[src/rtl/sensor_conditioner_pkg.sv]
// Shared bridge-sensor definitions: debounce default, sensor numbering and
// limit-switch roles, and the debounce counter width.
package sensor_conditioner_pkg;

  localparam int DEBOUNCE_CYCLES_DEFAULT = 4;
  localparam int NUM_SENSORS             = 6;

  localparam int S1_IDX = 0;
  localparam int S2_IDX = 1;
  localparam int S3_IDX = 2;
  localparam int S4_IDX = 3;
  localparam int S5_IDX = 4;
  localparam int S6_IDX = 5;

  // The deck limit switches are mutually exclusive in a healthy bridge.
  localparam int DECK_UP_IDX   = S5_IDX;
  localparam int DECK_DOWN_IDX = S6_IDX;

  function automatic int cnt_width(input int cycles);
    return (cycles <= 2) ? 1 : $clog2(cycles);
  endfunction

endpackage

[src/rtl/sensor_conditioner_debounce_channel.sv]
// One sensor channel: 2-flop synchronizer, saturating debounce counter,
// accepted level and a one-cycle change strobe aligned with the level update.
module debounce_channel
  import sensor_conditioner_pkg::*;
#(
  parameter int DEBOUNCE_CYCLES = DEBOUNCE_CYCLES_DEFAULT
) (
  input  logic clk,
  input  logic rst_n,
  input  logic raw,
  output logic level,
  output logic change
);

  localparam int             CW       = cnt_width(DEBOUNCE_CYCLES);
  localparam logic [CW-1:0]  CNT_LAST = CW'(DEBOUNCE_CYCLES - 1);

  logic          meta;
  logic          syn;
  logic [CW-1:0] cnt;

  // NOTE: every register here uses non-blocking assignment so the
  // synchronizer stages and counter all see pre-edge values.
  always_ff @(posedge clk or negedge rst_n) begin
    if (!rst_n) begin
      meta   <= 1'b0;
      syn    <= 1'b0;
      cnt    <= '0;
      level  <= 1'b0;
      change <= 1'b0;
    end else begin
      meta <= raw;
      syn  <= meta;
      if (syn == level) begin
        cnt    <= '0;
        change <= 1'b0;
      end else if (cnt == CNT_LAST) begin
        // Acceptance point: take the new level and restart instead of wrapping.
        level  <= syn;
        cnt    <= '0;
        change <= 1'b1;
      end else begin
        cnt    <= cnt + CW'(1);
        change <= 1'b0;
      end
    end
  end

endmodule

[src/rtl/sensor_conditioner.sv]
// Six debounced bridge sensors with a merged change pulse and a sticky
// deck-limit conflict flag.
module sensor_conditioner
  import sensor_conditioner_pkg::*;
#(
  parameter int DEBOUNCE_CYCLES = DEBOUNCE_CYCLES_DEFAULT
) (
  input  logic clk,
  input  logic rst_n,
  input  logic r1,
  input  logic r2,
  input  logic r3,
  input  logic r4,
  input  logic r5,
  input  logic r6,
  input  logic clear,
  output logic s1,
  output logic s2,
  output logic s3,
  output logic s4,
  output logic s5,
  output logic s6,
  output logic chg,
  output logic flt
);

  logic [NUM_SENSORS-1:0] raw;
  logic [NUM_SENSORS-1:0] level;
  logic [NUM_SENSORS-1:0] strobe;

  assign raw = {r6, r5, r4, r3, r2, r1};

  for (genvar i = 0; i < NUM_SENSORS; i++) begin : g_ch
    debounce_channel #(
      .DEBOUNCE_CYCLES(DEBOUNCE_CYCLES)
    ) u_ch (
      .clk   (clk),
      .rst_n (rst_n),
      .raw   (raw[i]),
      .level (level[i]),
      .change(strobe[i])
    );
  end

  assign s1 = level[S1_IDX];
  assign s2 = level[S2_IDX];
  assign s3 = level[S3_IDX];
  assign s4 = level[S4_IDX];
  assign s5 = level[S5_IDX];
  assign s6 = level[S6_IDX];

  // Strobes are registered per channel, so the OR is already a clean pulse.
  assign chg = |strobe;

  always_ff @(posedge clk or negedge rst_n) begin
    if (!rst_n) begin
      flt <= 1'b0;
    end else if (level[DECK_UP_IDX] && level[DECK_DOWN_IDX]) begin
      flt <= 1'b1;
    end else if (clear) begin
      flt <= 1'b0;
    end
  end

endmodule

[config.mk]
export PLATFORM = sky130hd
export DESIGN_NAME = sensor_conditioner
export DESIGN_NICKNAME = d
export VERILOG_FILES = /design/src/rtl/sensor_conditioner_pkg.sv /design/src/rtl/sensor_conditioner_debounce_channel.sv /design/src/rtl/sensor_conditioner.sv
export SDC_FILE = /design/constraint.sdc
export NUM_CORES = 1
export LEC_CHECK = 0
export BUFFER_PORTS_ARGS = -buffer_cell sky130_fd_sc_hd__buf_2
export CAP_MARGIN = 10
export CORE_ASPECT_RATIO = 0.5
export CORE_MARGIN = 3
export CORE_UTILIZATION = 30
export CTS_CLUSTER_DIAMETER = 50
export DETAILED_ROUTE_END_ITERATION = 7
export GPL_TIMING_DRIVEN = 0
export PLACE_DENSITY_LB_ADDON = 0.1
export SKIP_CTS_REPAIR_TIMING = 1
export SYNTH_ARGS = -nofsm -noshare
export SYNTH_HDL_FRONTEND = slang
export SYNTH_SLANG_ARGS = --single-unit
[constraint.sdc]
create_clock -name clk -period 2.7 [get_ports clk]
set_input_delay 0.405 -clock clk [delete_from_list [all_inputs] [get_ports clk]]
set_output_delay 0.405 -clock clk [all_outputs]
set_load 0.02 [all_outputs]
==> metrics.md, run 1 <==
| Metric | Value |
|---|---|
| Outcome | finished, final reports clean |
| Post-Syn Area | between 1000 and 1500 µm² |
| Most common cell after layout, fill and taps aside | dfrtp_1 |
| Vias in the first global route | 726 |
| Top post-synthesis cells by area | dfrtp_1 71%, and2_1 5.8%, ha_1 5.8% |
| Layout Nets | 117 |
| Synthesized flop and latch total | 37 |
| Sw Ratio | 0.301 |
| Most frequent cells in the layout | 37 x dfrtp_1, 16 x buf_2, 12 x and2_1 |
| Final Cycle Share | 0.598 |
| Number of diodes | 0 |
| Area share of the largest cell type after synthesis | 0.714 |
| CTS tree | done |
| Row count | 16 |
| Initial DRC Count | 25 |
| Register area | 926 µm² |
| Worst-Skew Late Latency | roughly 0.28 ns |
| Initial Utilization | 0.322 |
| Maximum vdd drop | 0.455 mV |
| Int Pwr | approximately 1.1 mW |
| Fin. Hold Viols | 0 |
| Die height | approximately 53 µm |
| Crit Path Class | reg -> out |
| Max-Cap Viols | 0 |
| Leak | approximately 0.77 nW |
| Data required, critical path | approximately 2.3 ns |
| Highest metal used | met3 |
| Core area | 4020 µm² |
| First-pass GRT wire length | roughly 3.1 mm |
| Slew Limit Fails | 0 |
| Total CTS buffers | 5 |
| Setup TNS | 0 ns |
| Dpl hpwl | roughly 1.2 mm |
| # IOs | 17 |
| Worst clock skew | ~0.0057 ns |
| Slew at the pin closest to its max-slew limit | 0.799 ns |
| Relative slew slack | 0.467 |
| GRT Overall Usage | 0.0824 |
| Sequential fraction of the synthesis area | 0.714 |
| Clock Path Buffers | 2 |
| Final setup fails | 0 |
| Area taken by multi-input logic gates | around 370 µm² |
| IO buf count | 16 |
| Tmin final | between 1.5 and 2 ns |
| Post-Syn Nets | 94 |
| RSZ-0062 raised after global routing | false |
| Yosys warning total | 0 |
| F_max | ~620 MHz |
| # fillers | 380 |
| Clock power frac | 0.252 |
| GR Overflow Total | 0 |
| Reg2reg setup slack | ~1.6 ns |
| DRT Pass-1 Iters | 2 |
| PwrDens | roughly 1000 nW/µm² |
| Htree depth | 2 |
| Power share of the combinational group | 0.258 |
| Vias per Instance | ~4 |
| Routed WL | around 1.7 mm |
| Share of layout cells above drive strength 1 | 0.291 |
| Top fanout value on the critical path | 1 |
| Met2 Wirelength | roughly 860 µm |
| DP Cell Count | about 150 |
| Avg Inst Size Synth | around 16 µm² |
| CTS Sinks | 37 |
| Net Sw Power | between 400 and 500 µW |
| Worst-path clk slew | approximately 0.07 ns |
| Via count | roughly 640 |
| Hold Crit Class | in -> async |
| Largest net degree at the start of global routing | 38 |
| Wirelength per Cell | roughly 11 µm |
| Die width | 99.0 µm |
| Initial antenna violation count | 0 |
| GP Congestion | between 0.6 and 0.7 |
| Biggest area consumer among synthesized cells | dfrtp_1 |
| Flop pwr share | 0.489 |
| # DRC | 0 |
| Synth cell types | 11 |
| Full die area | just over 5000 µm² |
| Worst setup SP type | flop |
| Post-synthesis instance total | between 70 and 80 |
| Routed length on met1 | approximately 740 µm |
| Routed Antenna Nets | 0 |
| CP arrival | between 1 and 1.5 ns |
| CP Capture Type | primary output |
| Root buffer cell | clkbuf_8 |
| Finished Layout Cells | between 150 and 200 |
| Metal3 WL | roughly 130 µm |
| Area growth from synthesis to layout | 19.2% |
[layout make-up]
| cell class | instances | area share |
|---|---|---|
| Inverter | 1 | 0.00243 |
| Tap cell | 54 | 0.0437 |
| Clock inverter | 1 | 0.00324 |
| Clock buffer | 7 | 0.0623 |
| Multi-Input combinational cell | 41 | 0.238 |
| Timing Repair Buffer | 16 | 0.0518 |
| Sequential cell | 37 | 0.599 |
[per-stage QoR]
stage	instance area, µm²	hold slack [ns]	utilization	worst slack (ns)	power [mW]
4_1_cts	1550	0.214	0.384	1.01	1.66
6_report	1550	0.206	0.384	1.09	1.62
3_5_place_dp	1450	0.335	0.359	1.33	1.24
5_1_grt	1550	0.216	0.384	0.902	1.75
3_3_place_gp	1450	0.332	0.359	1.30	1.20
2_1_floorplan	1300	0.109	-	1.53	1.09
[final timing paths]
| path | start | to | depth (start not counted) |
|---|---|---|---|
| worst max-delay path | g_ch[3].u_ch.change | chg | 3 |
| worst min-delay path | rst_n | g_ch[0].u_ch.change | 1 |
| worst max register to register | g_ch[3].u_ch.cnt[0] | g_ch[3].u_ch.level | 2 |
| worst min register to register | g_ch[2].u_ch.meta | g_ch[2].u_ch.syn | 0 |
| max in group asynchronous | rst_n | g_ch[5].u_ch.syn | 1 |
| min in group clk | r4 | g_ch[3].u_ch.meta | 1 |
[cell families after synthesis]
group                      after synthesis  synth area share
xor gates and xnor gates                 6            0.0405
buffers and inverters                    1           0.00289
muxes                                    6            0.0521
AOI/OAI and AO/OA                        1           0.00385
adders and majority gates                6            0.0579
and+or+nand+nor                         22             0.129
DFF                                     37             0.714
[Yosys cell counts]
master and count:
inv_1 1, dfrtp_1 37, nand2_1 2, xor2_1 6
nor2_1 1, and2_1 12, nor4_1 1, o21ai_0 1
mux2_1 6, ha_1 6, nor3b_2 6
[registers in the layout, summed over array words and instances, names as in the netlist]
register / count
g_ch.u_ch.change: 6
g_ch.u_ch.level: 6
g_ch.u_ch.cnt: 12
g_ch.u_ch.meta: 6
flt: 1
g_ch.u_ch.syn: 6
[critical path, cell delays in order (launching register included)]
cell and delay (ns):
dfrtp_1 0.36, nor4_1 0.33, nand2_1 0.08, buf_2 0.16
[metal layers]
metal	global-route usage	vias up
met5	0	-
met4	0.0408	0
met3	0.0438	0
met2	0.139	14
met1	0.0858	325
li1	-	305
[power by group through the flow]
stage | Combinational [mW] | Clock [mW] | Sequential [mW]
after floorplan | 0.234 | 0 | 0.854
after global placement | 0.405 | 0 | 0.795
after detailed placement | 0.430 | 0 | 0.806
after CTS | 0.434 | 0.432 | 0.796
after global routing | 0.478 | 0.456 | 0.817
final | 0.418 | 0.409 | 0.792
No activity file was read; power rests on OpenSTA's default activity.
==> run 2: changes to the inputs <==
Clock period 2.7 ns to 1.4 ns, I/O delays scaled along.
==> run 2 against run 1 <==
Sequential power is 93% higher. Total power is 93% higher. Register-to-register slack lost 1.3 ns. Sequential share of layout area decreased by 0.24 points. Final area up 0.40%. Core utilization is 0.16 points higher. Global-route usage stayed put. First-iteration DRC count down 12%. Sequential cell count did not move. Die area stayed put. Clock power up 93%. Largest cell class unchanged.
==> metrics.md, run 2 (same netlist as run 1, synthesis figures left out) <==
| Metric | Value |
|---|---|
| Reg2reg setup slack | 0.32 ns (was 1.62 ns) |
| Largest register FFs | 12 (unchanged) |
| Share of layout cells above drive strength 1 | 0.301 (was 0.291) |
| Tmin final | 1.37 ns |
| Outcome | finished, final reports clean (unchanged) |
| Dpl hpwl | 1.21 mm (unchanged) |
| CP Capture Type | primary output (unchanged) |
| Core area | 4020 µm² (unchanged) |
| Most frequent cells in the layout | 37 x dfrtp_1, 16 x buf_2, 12 x and2_1 (unchanged) |
| Slowest CP cell | dfrtp_1 (unchanged) |
| Slew Limit Fails | 0 (unchanged) |
| Htree depth | 2 (unchanged) |
| Row count | 16 (unchanged) |
| Max-Cap Viols | 0 (unchanged) |
| Final hold slack | 0.0116 ns (was 0.206 ns) |
| # DRC | 0 (unchanged) |
| Total CTS buffers | 5 (unchanged) |
| Wirelength per Cell | 11.0 µm (about the same) |
| Largest delay share family, worst path | flip-flops (was simple AND/OR/NAND/NOR gates) |
| Slew at the pin closest to its max-slew limit | 0.801 ns (was 0.799 ns) |
| Via count | 644 (unchanged) |
| Number of cells on the worst reg-to-reg path | 2 (unchanged) |
| Maximum vdd drop | 0.875 mV (was 0.455 mV) |
| F_max | just over 700 MHz |
| GR Overflow Total | 0 (unchanged) |
| Initial Utilization | 0.322 (unchanged) |
| Most flop-heavy register | g_ch.u_ch.cnt (unchanged) |
| GP Congestion | 0.607 (unchanged) |
| Area growth from synthesis to layout | 19.7% (was 19.2%) |
| Most common cell after layout, fill and taps aside | dfrtp_1 (unchanged) |
| Worst-path clk slew | 0.07 ns (about the same) |
| Die width | 99.0 µm (unchanged) |
| Vias in the first global route | 726 (unchanged) |
| # IOs | 17 (unchanged) |
| Top fanout value on the critical path | 1 (unchanged) |
| Final setup fails | 0 (unchanged) |
| Initial antenna violation count | 0 (unchanged) |
| DRT Pass-1 Iters | 2 (unchanged) |
| Routed WL | 1.73 mm (about the same) |
| Die height | 52.5 µm (unchanged) |
| CP Cell Sequence | nor4_2 -> nand2_1 -> buf_2 (was nor4_1 -> nand2_1 -> buf_2) |
| Data required, critical path | 1.19 ns (was 2.30 ns) |
| Leak | 0.770 nW (was 0.768 nW) |
| CTS Sinks | 37 (unchanged) |
| Layout Nets | 117 (unchanged) |
| Routed Antenna Nets | 0 (unchanged) |
| Full die area | 5200 µm² (unchanged) |
| RSZ-0062 raised after global routing | true (was false) |
| CTS tree | done (unchanged) |
| Final Cycle Share | 0.981 |
| Crit Path Class | reg -> out (unchanged) |
| Worst r2r dst | g_ch[2].u_ch.level (was g_ch[3].u_ch.level) |
| Vias per Instance | 4.10 (unchanged) |
| Worst clock skew | 0.00574 ns (unchanged) |
| Met3 global-route usage | 0.0438 (unchanged) |
| DP Cell Count | 149 (unchanged) |
| Fin. Hold Viols | 0 (unchanged) |
| CP arrival | 1.16 ns (was 1.21 ns) |
| Placed Area | 1450 µm² (unchanged) |
| Initial DRC Count | 22 (was 25) |
| Buf/Inv on CP | 1 (unchanged) |
| Post-route cell area | 1550 µm² (about the same) |
| Reg-to-reg startpoint | g_ch[2].u_ch.cnt[0] (was g_ch[3].u_ch.cnt[0]) |
| PwrDens | 2020 nW/µm² (was 1050 nW/µm²) |
| GR peak layer | met2 (unchanged) |
| Hold Crit Class | in -> async (unchanged) |
| Finished Layout Cells | 157 (unchanged) |
| Worst setup SP type | flop (unchanged) |
| IO buf count | 16 (unchanged) |
| Final Util | 0.386 (was 0.384) |
| Routing usage on met2 | 0.139 (unchanged) |
| Total power | 3.13 mW (was 1.62 mW) |
| First-pass GRT wire length | 3.14 mm (unchanged) |
| GR Util met1 | 0.0858 (unchanged) |
| GRT Overall Usage | 0.0824 (unchanged) |
| Clock Path Buffers | 2 (unchanged) |
| Crit-path max cell delay | 0.37 ns (was 0.36 ns) |
| Worst-Skew Late Latency | 0.28 ns (about the same) |
| Number of diodes | 0 (unchanged) |
| Largest net degree at the start of global routing | 38 (unchanged) |
| Relative slew slack | 0.466 (was 0.467) |
| Root buffer cell | clkbuf_8 (unchanged) |
-- run 2: worst max-delay path by stage --
stage / startpoint / endpoint / cells after the start
after detailed placement: g_ch[3].u_ch.change / chg / 3
final: g_ch[4].u_ch.change / chg / 3
after floorplan: g_ch[0].u_ch.cnt[0] / g_ch[0].u_ch.level / 2
after global placement: g_ch[3].u_ch.change / chg / 3
after CTS: g_ch[3].u_ch.change / chg / 3
after global routing: g_ch[4].u_ch.change / chg / 3
-- run 2: cell type report --
type / instances / area [µm²]
fillers: 381 / 2470
repair buffers: 16 / 80.1
flip-flops and latches: 37 / 926
clock buffers: 7 / 96.3
clock inverters: 1 / 5.00
inverters: 1 / 3.75
well taps: 54 / 67.6
multi-input cells: 41 / 374
-- run 2: metal layers --
metal	vias to the layer above	wire (µm)	share of wire
met5	-	0	0
li1	305	-	-
met4	0	0	0
met1	325	742	0.43
met2	14	859	0.50
met3	0	129	0.075
-- run 2: report_power, final --
part	internal (mW)	switching [mW]
Combinational	0.391	0.421
Clock	0.444	0.344
Sequential	1.35	0.179
-- run 2: per-stage QoR --
| stage | TNS (ns) | setup WS (ns) |
|---|---|---|
| after CTS | -0.0937 | -0.0937 |
| after global routing | -0.0802 | -0.0802 |
| after global placement | 0 | 0.198 |
| after floorplan | 0 | 0.377 |
| final | 0 | 0.0263 |
| after detailed placement | 0 | 0.224 |
-- run 2: worst register-to-register path, delay by kind of cell, from the launching register on --
family | cells | cell delay (ns)
muxes | 1 | 0.32
DFF | 1 | 0.40
adders and majority gates | 1 | 0.25
==> run 3: changes to the inputs <==
--- a/config.mk
+++ b/config.mk
@@ -10,9 +10,10 @@
 export CORE_ASPECT_RATIO = 0.5
 export CORE_MARGIN = 3
-export CORE_UTILIZATION = 30
+export CORE_UTILIZATION = 49
 export CTS_CLUSTER_DIAMETER = 50
 export DETAILED_ROUTE_END_ITERATION = 7
 export GPL_TIMING_DRIVEN = 0
 export PLACE_DENSITY_LB_ADDON = 0.1
+export SETUP_SLACK_MARGIN = 0.1
 export SKIP_CTS_REPAIR_TIMING = 1
 export SYNTH_ARGS = -nofsm -noshare
==> constraint.sdc (replaced) <==
create_clock -name clk -period 1.4 [get_ports clk]
set_input_delay 0.07 -clock clk [delete_from_list [all_inputs] [get_ports clk]]
set_output_delay 0.07 -clock clk [all_outputs]
set_load 0.02 [all_outputs]
==> run 3 against run 2 <==
Clock power fell by 9.4%. Via count rose by 7.3%. Final area rose by 2.0%. The run now ends with negative hold slack left. Sequential share of layout area fell by 1.2 points. First-iteration DRC count fell by 23%. Worst setup slack improved by 0.14 ns. Clock skew fell by 0.0050 ns. Combinational power rose by 3.1%. Hold slack got worse by 0.035 ns. Die area fell by 36%.
==> metrics.md, run 3 (same netlist as run 1, synthesis figures left out) <==
| Metric | Value |
|---|---|
| Reg2reg setup slack | 0.29 ns (was 0.32 ns) |
| Share of layout cells above drive strength 1 | 0.266 (was 0.301) |
| RSZ-0062 raised after global routing | false (was true) |
| Slew Limit Fails | 0 (unchanged) |
| Die width | 78.8 µm (was 99.0 µm) |
| First-pass GRT wire length | 3.16 mm (was 3.14 mm) |
| Root buffer cell | clkbuf_8 (unchanged) |
| Row count | 12 (was 16) |
| # IOs | 17 (unchanged) |
| Final setup fails | 0 (unchanged) |
| Hold Crit Class | in -> reg (was in -> async) |
| Crit Path Class | reg -> out (unchanged) |
| Slew at the pin closest to its max-slew limit | 0.759 ns (was 0.801 ns) |
| Max-Cap Viols | 0 (unchanged) |
| Dpl hpwl | 1.30 mm (was 1.21 mm) |
| Full die area | 3340 µm² (was 5200 µm²) |
| GRT Overall Usage | 0.133 (was 0.0824) |
| Area taken by multi-input logic gates | 374 µm² (unchanged) |
| Relative slew slack | 0.494 (was 0.466) |
| Routed Antenna Nets | 0 (unchanged) |
| Most frequent cells in the layout | 37 x dfrtp_1, 16 x buf_2, 12 x and2_1 (unchanged) |
| Worst setup SP type | flop (unchanged) |
| Data required, critical path | 1.33 ns (was 1.19 ns) |
| Crit-path max cell delay | 0.38 ns (was 0.37 ns) |
| Buf/Inv on CP | 1 (unchanged) |
| PwrDens | 1950 nW/µm² (was 2020 nW/µm²) |
| CTS Sinks | 37 (unchanged) |
| # DRC | 0 (unchanged) |
| Setup TNS | 0 ns (unchanged) |
| Largest delay share family, worst path | flip-flops (unchanged) |
| Maximum vdd drop | 1.04 mV (was 0.875 mV) |
| CP Cell Sequence | nor4_2 -> nand2_1 -> buf_2 (unchanged) |
| Initial antenna violation count | 0 (unchanged) |
| Final hold slack | -0.0232 ns (was 0.0116 ns) |
| GR Overflow Total | 0 (unchanged) |
| Final Cycle Share | 0.882 (was 0.981) |
| Total CTS buffers | 5 (unchanged) |
| IO buf count | 16 (unchanged) |
| Via count | 691 (was 644) |
| Leak | 0.789 nW (was 0.770 nW) |
| Register area | 926 µm² (unchanged) |
| Wirelength per Cell | 12.9 µm (was 11.0 µm) |
| Failing checks | negative hold slack |
| Tmin final | 1.24 ns (was 1.37 ns) |
| Worst-path clk slew | 0.06 ns (was 0.07 ns) |
| Largest register FFs | 12 (unchanged) |
| Slowest CP cell | dfrtp_1 (unchanged) |
| Worst clock skew | 0.000755 ns (was 0.00574 ns) |
| F_max | 809 MHz (was 728 MHz) |
| Vias in the first global route | 726 (unchanged) |
| Total power | 3.09 mW (was 3.13 mW) |
| Most common cell after layout, fill and taps aside | dfrtp_1 (unchanged) |
| CP arrival | 1.17 ns (was 1.16 ns) |
| Layout Nets | 124 (was 117) |
| CTS tree | done (unchanged) |
| Post-route cell area | 1580 µm² (was 1550 µm²) |
| Area growth from synthesis to layout | 22.1% (was 19.7%) |
| # fillers | 192 (was 381) |
| Vias per Instance | 4.80 (was 4.10) |
| Most flop-heavy register | g_ch.u_ch.cnt (unchanged) |
| Number of diodes | 0 (unchanged) |
| DRT Pass-1 Iters | 4 (was 2) |
| Die height | 42.4 µm (was 52.5 µm) |
| Routed WL | 1.85 mm (was 1.73 mm) |
| Initial Utilization | 0.550 (was 0.322) |
| Fin. Hold Viols | 1 (was 0) |
| Clock Path Buffers | 2 (unchanged) |
| Largest net degree at the start of global routing | 38 (unchanged) |
| GP Congestion | 0.616 (was 0.607) |
| Htree depth | 2 (unchanged) |
| Initial DRC Count | 17 (was 22) |
| Core area | 2360 µm² (was 4020 µm²) |
| Outcome | finished, violations left (was finished, final reports clean) |
| CP Capture Type | primary output (unchanged) |
| Top fanout value on the critical path | 1 (unchanged) |
| Worst-Skew Late Latency | 0.27 ns (was 0.28 ns) |
| Placed Area | 1420 µm² (was 1450 µm²) |
==> run 3: through the flow <==
| stage | std cells | setup slack [ns] | utilization |
|---|---|---|---|
| after global placement | 130 | 0.351 | 0.603 |
| after CTS | 137 | 0.145 | 0.640 |
| after detailed placement | 130 | 0.287 | 0.603 |
| after floorplan | 79 | 0.377 | - |
| final | 144 | 0.165 | 0.672 |
| after global routing | 144 | 0.0581 | 0.672 |
==> run 3: final cells by class <==
class | count | area share
repair buffers | 23 | 0.0948
inverters | 1 | 0.00237
well taps | 35 | 0.0276
clock buffers | 7 | 0.0545
flip-flops and latches | 37 | 0.585
multi-input cells | 41 | 0.236
==> run 3: per-layer routing <==
layer | vias to the layer above | GRT usage | wire length, µm
li1 | 316 | - | -
met1 | 356 | 0.149 | 746
met2 | 15 | 0.214 | 984
met3 | 4 | 0.0601 | 106
met4 | 0 | 0.0732 | 17
met5 | - | 0 | 0
==> run 3: power by group <==
group / total, mW / internal, mW / switching [mW]
Sequential: 1.54 / 1.35 / 0.187
Combinational: 0.837 / 0.406 / 0.432
Clock: 0.714 / 0.390 / 0.324
Total: 3.09 / 2.15 / 0.943
==> run 3: worst paths after layout <==
path                                       end           startpoint  cells past startpoint
setup / recovery                           chg  g_ch[3].u_ch.change                      3
hold / removal                             flt                clear                      2
max in group asynchronous    g_ch[3].u_ch.meta                rst_n                      2
hold reg to reg               g_ch[0].u_ch.syn    g_ch[0].u_ch.meta                      0
min in group asynchronous  g_ch[0].u_ch.cnt[1]                rst_n                      2
setup reg to reg            g_ch[0].u_ch.level  g_ch[0].u_ch.cnt[0]                      2
==> run 3: worst register-to-register path: cells and delay by family, from the launching register on <==
family	cells	cell delay [ns]
muxes	1	0.34
DFF	1	0.39
adders and majority gates	1	0.25
